### config.mk
export PLATFORM = sky130hd
export DESIGN_NAME = cpu_control_fsm
export DESIGN_NICKNAME = d
export VERILOG_FILES = /design/src/rtl/cpu_control_fsm.sv
export SDC_FILE = /design/constraint.sdc
export NUM_CORES = 1
export LEC_CHECK = 0
export CORE_MARGIN = 2
export CORE_UTILIZATION = 34
export CTS_CLUSTER_DIAMETER = 40
export DETAILED_ROUTE_END_ITERATION = 8
export PLACE_DENSITY_LB_ADDON = 0.1
export SETUP_SLACK_MARGIN = 0.1
export SLEW_MARGIN = 20
export SYNTH_ARGS = -nofsm -noshare
export SYNTH_HDL_FRONTEND = slang
export SYNTH_SLANG_ARGS = --single-unit
export TNS_END_PERCENT = 10
### constraint.sdc
create_clock -name clock -period 1.4 [get_ports clock]
set_input_delay 0.21 -clock clock [delete_from_list [all_inputs] [get_ports clock]]
set_output_delay 0.21 -clock clock [all_outputs]
set_load 0.05 [all_outputs]
### src/rtl/cpu_control_fsm.sv
// cpu_control_fsm: multi-cycle FETCH/DECODE/EXEC control unit for the 8-bit CPU.
// Outputs are a decode of the registered state. RAM-gated strobes are additionally
// qualified by ip_mem_ready. The ALU flags are latched internally.
// Ports: clock/ip_clear/ip_clock_enable are control inputs. ip_IR, ip_carry, ip_zero and
// ip_mem_ready carry datapath status. op_MUX* are the datapath mux selects, op_en_* and
// op_RAM_we are the register/RAM strobes, and op_ALU_sel is the ALU function.
// op_carry_flag, op_zero_flag, op_halted and op_state report internal state.
module cpu_control_fsm #(
  parameter int DATA_W    = 8,
  parameter int ALU_SEL_W = 5
) (
  input  logic                 clock,
  input  logic                 ip_clear,
  input  logic                 ip_clock_enable,
  input  logic [DATA_W-1:0]    ip_IR,
  input  logic                 ip_carry,
  input  logic                 ip_zero,
  input  logic                 ip_mem_ready,
  output logic                 op_MUXa,
  output logic                 op_MUXb,
  output logic                 op_MUXc,
  output logic                 op_en_da,
  output logic                 op_en_pc,
  output logic                 op_en_in,
  output logic                 op_en_out,
  output logic                 op_RAM_we,
  output logic [ALU_SEL_W-1:0] op_ALU_sel,
  output logic                 op_carry_flag,
  output logic                 op_zero_flag,
  output logic                 op_halted,
  output logic [1:0]           op_state
);

  typedef enum logic [1:0] {
    FETCH  = 2'd0,
    DECODE = 2'd1,
    EXEC   = 2'd2,
    HALT   = 2'd3
  } state_t;

  localparam logic [3:0] OP_LOAD   = 4'b0000;
  localparam logic [3:0] OP_AND    = 4'b0001;
  localparam logic [3:0] OP_XOR    = 4'b0011;
  localparam logic [3:0] OP_ADD    = 4'b0100;
  localparam logic [3:0] OP_ADDC   = 4'b0101;
  localparam logic [3:0] OP_SUB    = 4'b0110;
  localparam logic [3:0] OP_SUBB   = 4'b0111;
  localparam logic [3:0] OP_JUMP   = 4'b1000;
  localparam logic [3:0] OP_JCC    = 4'b1001;
  localparam logic [3:0] OP_INPUT  = 4'b1010;
  localparam logic [3:0] OP_STORE  = 4'b1101;
  localparam logic [3:0] OP_OUTPUT = 4'b1110;
  localparam logic [3:0] OP_HALT   = 4'b1111;

  localparam logic [ALU_SEL_W-1:0] ALU_PASS_B = ALU_SEL_W'(0);
  localparam logic [ALU_SEL_W-1:0] ALU_ADD    = ALU_SEL_W'(1);
  localparam logic [ALU_SEL_W-1:0] ALU_ADDC   = ALU_SEL_W'(2);
  localparam logic [ALU_SEL_W-1:0] ALU_SUB    = ALU_SEL_W'(3);
  localparam logic [ALU_SEL_W-1:0] ALU_SUBB   = ALU_SEL_W'(4);
  localparam logic [ALU_SEL_W-1:0] ALU_AND    = ALU_SEL_W'(5);
  localparam logic [ALU_SEL_W-1:0] ALU_XOR    = ALU_SEL_W'(6);

  state_t state, next_state;
  logic   carry_q, zero_q;
  logic   flag_upd;
  logic   mem_op;
  logic   jcc_taken;
  logic   mux_a, mux_b, mux_c, en_da, en_pc, en_in, en_out, ram_we;
  logic [ALU_SEL_W-1:0] alu_sel;

  logic [3:0] opcode;
  assign opcode = ip_IR[DATA_W-1:DATA_W-4];

  // The low operand bits only address the PC/RAM in the datapath.
  logic unused_operand;
  assign unused_operand = ^ip_IR[DATA_W-7:0];

  // Conditional jump: top operand bit picks carry over zero, the next bit inverts.
  assign jcc_taken = (ip_IR[DATA_W-5] ? carry_q : zero_q) ^ ip_IR[DATA_W-6];

  always_ff @(posedge clock) begin
    if (ip_clear) begin
      state   <= FETCH;
      carry_q <= 1'b0;
      zero_q  <= 1'b0;
    end else if (ip_clock_enable) begin
      state <= next_state;
      if (flag_upd) begin
        carry_q <= ip_carry;
        zero_q  <= ip_zero;
      end
    end
  end

  always_comb begin
    next_state = state;
    mux_a      = 1'b0;
    mux_b      = 1'b0;
    mux_c      = 1'b0;
    en_da      = 1'b0;
    en_pc      = 1'b0;
    en_in      = 1'b0;
    en_out     = 1'b0;
    ram_we     = 1'b0;
    alu_sel    = ALU_PASS_B;
    flag_upd   = 1'b0;
    mem_op     = 1'b0;
    case (state)
      FETCH: begin
        if (ip_mem_ready) begin
          en_in      = 1'b1;
          en_pc      = 1'b1;
          next_state = DECODE;
        end
      end
      DECODE: next_state = EXEC;
      EXEC: begin
        next_state = FETCH;
        case (opcode)
          OP_LOAD: mem_op = 1'b1;
          OP_AND:  begin mem_op = 1'b1; alu_sel = ALU_AND;  end
          OP_XOR:  begin mem_op = 1'b1; alu_sel = ALU_XOR;  end
          OP_ADD:  begin mem_op = 1'b1; alu_sel = ALU_ADD;  end
          OP_ADDC: begin mem_op = 1'b1; alu_sel = ALU_ADDC; end
          OP_SUB:  begin mem_op = 1'b1; alu_sel = ALU_SUB;  end
          OP_SUBB: begin mem_op = 1'b1; alu_sel = ALU_SUBB; end
          OP_JUMP: begin mux_c = 1'b1; en_pc = 1'b1; end
          OP_JCC: begin
            if (jcc_taken) begin
              mux_c = 1'b1;
              en_pc = 1'b1;
            end
          end
          OP_INPUT: begin mux_b = 1'b1; en_da = 1'b1; end
          OP_STORE: begin
            // Write strobe is held for the whole wait, including the accepting cycle.
            mux_a  = 1'b1;
            ram_we = 1'b1;
            if (!ip_mem_ready) next_state = EXEC;
          end
          OP_OUTPUT: en_out = 1'b1;
          OP_HALT:   next_state = HALT;
          default: ;
        endcase
        // ALU ops read their operand from RAM and retire on the ready cycle.
        if (mem_op) begin
          mux_a = 1'b1;
          if (ip_mem_ready) begin
            en_da    = 1'b1;
            flag_upd = 1'b1;
          end else begin
            next_state = EXEC;
          end
        end
      end
      HALT: next_state = HALT;
      default: next_state = FETCH;
    endcase
  end

  // Stall freezes the strobes; mux selects keep their decoded values.
  assign op_MUXa       = mux_a;
  assign op_MUXb       = mux_b;
  assign op_MUXc       = mux_c;
  assign op_ALU_sel    = alu_sel;
  assign op_en_da      = en_da  & ip_clock_enable;
  assign op_en_pc      = en_pc  & ip_clock_enable;
  assign op_en_in      = en_in  & ip_clock_enable;
  assign op_en_out     = en_out & ip_clock_enable;
  assign op_RAM_we     = ram_we & ip_clock_enable;
  assign op_carry_flag = carry_q;
  assign op_zero_flag  = zero_q;
  assign op_halted     = (state == HALT);
  assign op_state      = state;

endmodule

==> results by group <==
Worst setup path
  – CP Max Fanout: 2
  – Worst R2R End: op_zero_flag$_SDFFE_PP0P_
  – Worst Setup Path Type: reg2out
  – Worst EP arrival: 1.40 ns
  – Length in cells of the worst reg-to-reg path: 3
  – Critical Path End Type: output port
  – Worst r2r src: op_state[0]$_SDFFE_PP0P_
  – Flop2flop setup slack: 0.17 ns
  – CP required: 1.19 ns
  – Startpoint types: flop

Routing
  – Drt pass-1 iters: 4
  – Via density: 5.161
  – Via count: 609
  – DR DRC count: 0
  – WL final: 1.629 mm
  – Antenna Nets Post-Route: 0
  – Iter 0 DRT Violations: 7
  – Per-cell routed wire length: 13.81 um

Placement
  – DP HPWL: 1.250 mm
  – Pre-CTS setup slack: -0.5286 ns
  – GP Congestion: 0.7975
  – Area after DPL: 1052 um^2
  – Buffers added on ports: 27

Job
  – MaxCap Viol Count: 0

Die
  – Initial Utilization: 36.44%
  – Core area: 1301 um^2
  – # rows: 13
  – Width of the die: 41.35 um
  – # IOs: 32
  – Die Height: 41.35 um
  – Die area: 1709 um^2

Clock network
  – H-tree Lvls: 1
  – Max clock buf depth: 2
  – CTS Buf Count: 3
  – CTS tree: done
  – CTS root buffer: clkbuf_4
  – Clk slew on worst S/H paths: 0.04 ns
  – Clock latency on the worst-skew pair: 0.24 ns
  – Clock sink total: 4
  – Cts hold-fix bufs: 0

GRT
  – Grt ovf: 0
  – Global-route wire length before repair: 2.539 mm
  – GRT Resource Usage Total: 23.40%
  – Largest net degree at the start of global routing: 11
  – Initial antenna violation count: 0
  – Number of global-route vias before repair: 564

Synthesis
  – Share of the yosys chip area belonging to registers: 16.89%
  – Commonest cells in the netlist: nand2b_1 (8), mux2i_1 (7), nor2_1 (7)
  – Top-count cell post-synth: nand2b_1
  – Synth area leader: dfxtp_1
  – Synthesized instance count: 65
  – Top post-synthesis cells by area: dfxtp_1 (17%), mux2i_1 (15%), nand2b_1 (11%)
  – Yosys cell types: 30
  – Post-synth EDFFs: 0
  – Post-synthesis register bit count: 4
  – Mean Syn Cell Area: 7.295 um^2
  – Synth top area share: 16.89%
  – Async set-reset flop share out of synthesis: 0%
  – Synth warn: 0
  – Synth Cell Area: 474.2 um^2
  – Dominant synthesized flop cell: dfxtp_1

Layout
  – Synth-to-layout area growth: 136.7%
  – Nets: 118
  – Final Core Density: 86.25%
  – Inserted Diodes: 0
  – Post-route cell area: 1122 um^2
  – # fillers: 66
  – Layout cells sized above 1: 53.40%

Power and ir drop
  – LEAKAGE: 0.4475 nW
  – Sw Share: 35.43%
  – Sw power: 0.1857 mW
  – Maximum vdd ir drop: 0.4263 mV
  – Comb power frac: 45.7%
  – Clock Power Share: 30.4%
  – Register share of total power: 23.9%
  – PwrDens: 467.0 nW/um^2
  – Total internal power: 0.3384 mW

Timing
  – Final setup fails: 9
  – Fin crit share: 114.7%
  – Number of max-slew violations in the final report: 0
  – Final setup margin: -0.2064 ns
  – RSZ-0062 raised after global routing: yes
  – Setup Skew: 0.002821 ns
  – Fmax: 622.5 MHz
  – Fin crit period: 1.606 ns
  – Total negative setup slack: -1.005 ns
  – Endpoints failing hold: 0

Min path
  – Hold Crit Endpoint: op_state[1]$_SDFFE_PP0P_
  – HP Class: in2reg
  – Hold_sp: ip_mem_ready
  – Hold path depth: 4

Status
  – Violated checks: setup timing
  – Status: complete, but fails checks
[critical path: stages, from the launching register on]
cell and delay [ns]:
dfxtp_2 0.32, mux2i_2 0.19, mux2i_1 0.12, buf_4 0.16
nor4_4 0.19, buf_12 0.18
[metrics by stage]
stage / power [mW] / hold WS, ns / std cells
final: 0.5241 / 0.4780 / 118
after detailed placement: 0.3589 / 0.6052 / 114
after global placement: 0.3539 / 0.5886 / 114
after CTS: 0.5273 / 0.4682 / 118
after global routing: 0.5538 / 0.5284 / 118
after floorplan: 0.2541 / 0.2697 / 66
[state kept, by name (all words and copies together) (netlist names)]
signal	flops
op_state	2
op_carry_flag	1
op_zero_flag	1
[final cells by class]
class	count	area (um^2)	area share (%)
well taps	15	18.77	1.672
clock buffers	4	26.28	2.341
repair buffers	40	530.5	47.27
multi-input cells	54	452.9	40.36
flip-flops and latches	4	90.09	8.027
inverters	1	3.754	0.3344
[logic make-up after synthesis]
kind of cell | count (synthesis) | synth area share [%]
buffers and inverters | 8 | 10.03
other | 1 | 0.7908
XOR/XNOR | 1 | 1.847
AND/OR/NAND/NOR | 35 | 43.80
flip-flops | 4 | 16.89
multiplexers | 7 | 14.78
AO/OA/AOI/OAI | 9 | 11.87
[worst max path at each step]
| stage | start | end | slack [ns] | cells after the start |
|---|---|---|---|---|
| final | op_carry_flag$_SDFFE_PP0P_ | op_MUXc | -0.21 | 5 |
| after global routing | op_carry_flag$_SDFFE_PP0P_ | op_MUXc | -0.28 | 5 |
| after CTS | op_carry_flag$_SDFFE_PP0P_ | op_MUXc | -0.24 | 5 |
| after detailed placement | ip_IR[3] | op_MUXc | -0.53 | 6 |
| after global placement | ip_IR[4] | op_en_da | -0.44 | 5 |
| after floorplan | op_state[1]$_SDFFE_PP0P_ | op_MUXc | -0.28 | 4 |
[timing repair]
action / 4_1_cts / 5_1_grt
gates resized for setup: 26 / 3
gates cloned: 0 / 0
setup buffers: 0 / 0
endpoints found under the setup margin: 15 / 13
hold endpoints to repair: 0 / 0
pin swaps: 7 / 2
[layer usage]
metal | track usage (%) | vias to the layer above | part of all wire, %
met5 | 0 | - | 0
met4 | 0 | 0 | 0
met3 | 8.511 | 0 | 5.9
met2 | 44.14 | 27 | 53
met1 | 26.43 | 280 | 41
li1 | - | 302 | -
[placed cells by master, fill, tap and decap left out, types with 2 or more instances in the layout]
cell | Yosys | routed
nand3_1 | 2 | 2
buf_4 | 4 | 10
buf_6 | 0 | 3
mux2i_1 | 7 | 6
nand2b_1 | 8 | 6
dfxtp_4 | 0 | 2
nor2_1 | 7 | 4
dlygate4sd2_1 | 0 | 4
nand2_1 | 3 | 2
nand4_1 | 2 | 2
clkdlybuf4s15_1 | 0 | 2
clkbuf_4 | 0 | 3
buf_12 | 0 | 16
clkdlybuf4s50_1 | 0 | 3
nor2_2 | 0 | 2
conb_1 | 1 | 2
dfxtp_2 | 0 | 2
a21oi_1 | 4 | 4
[power by group through the flow]
stage	logic [mW]	registers [mW]	clock network, mW
final	0.240	0.125	0.160
after global routing	0.253	0.126	0.175
after CTS	0.237	0.125	0.165
after detailed placement	0.232	0.127	0
after global placement	0.227	0.127	0
after floorplan	0.119	0.135	0
Power figures use the tool's default switching activity.
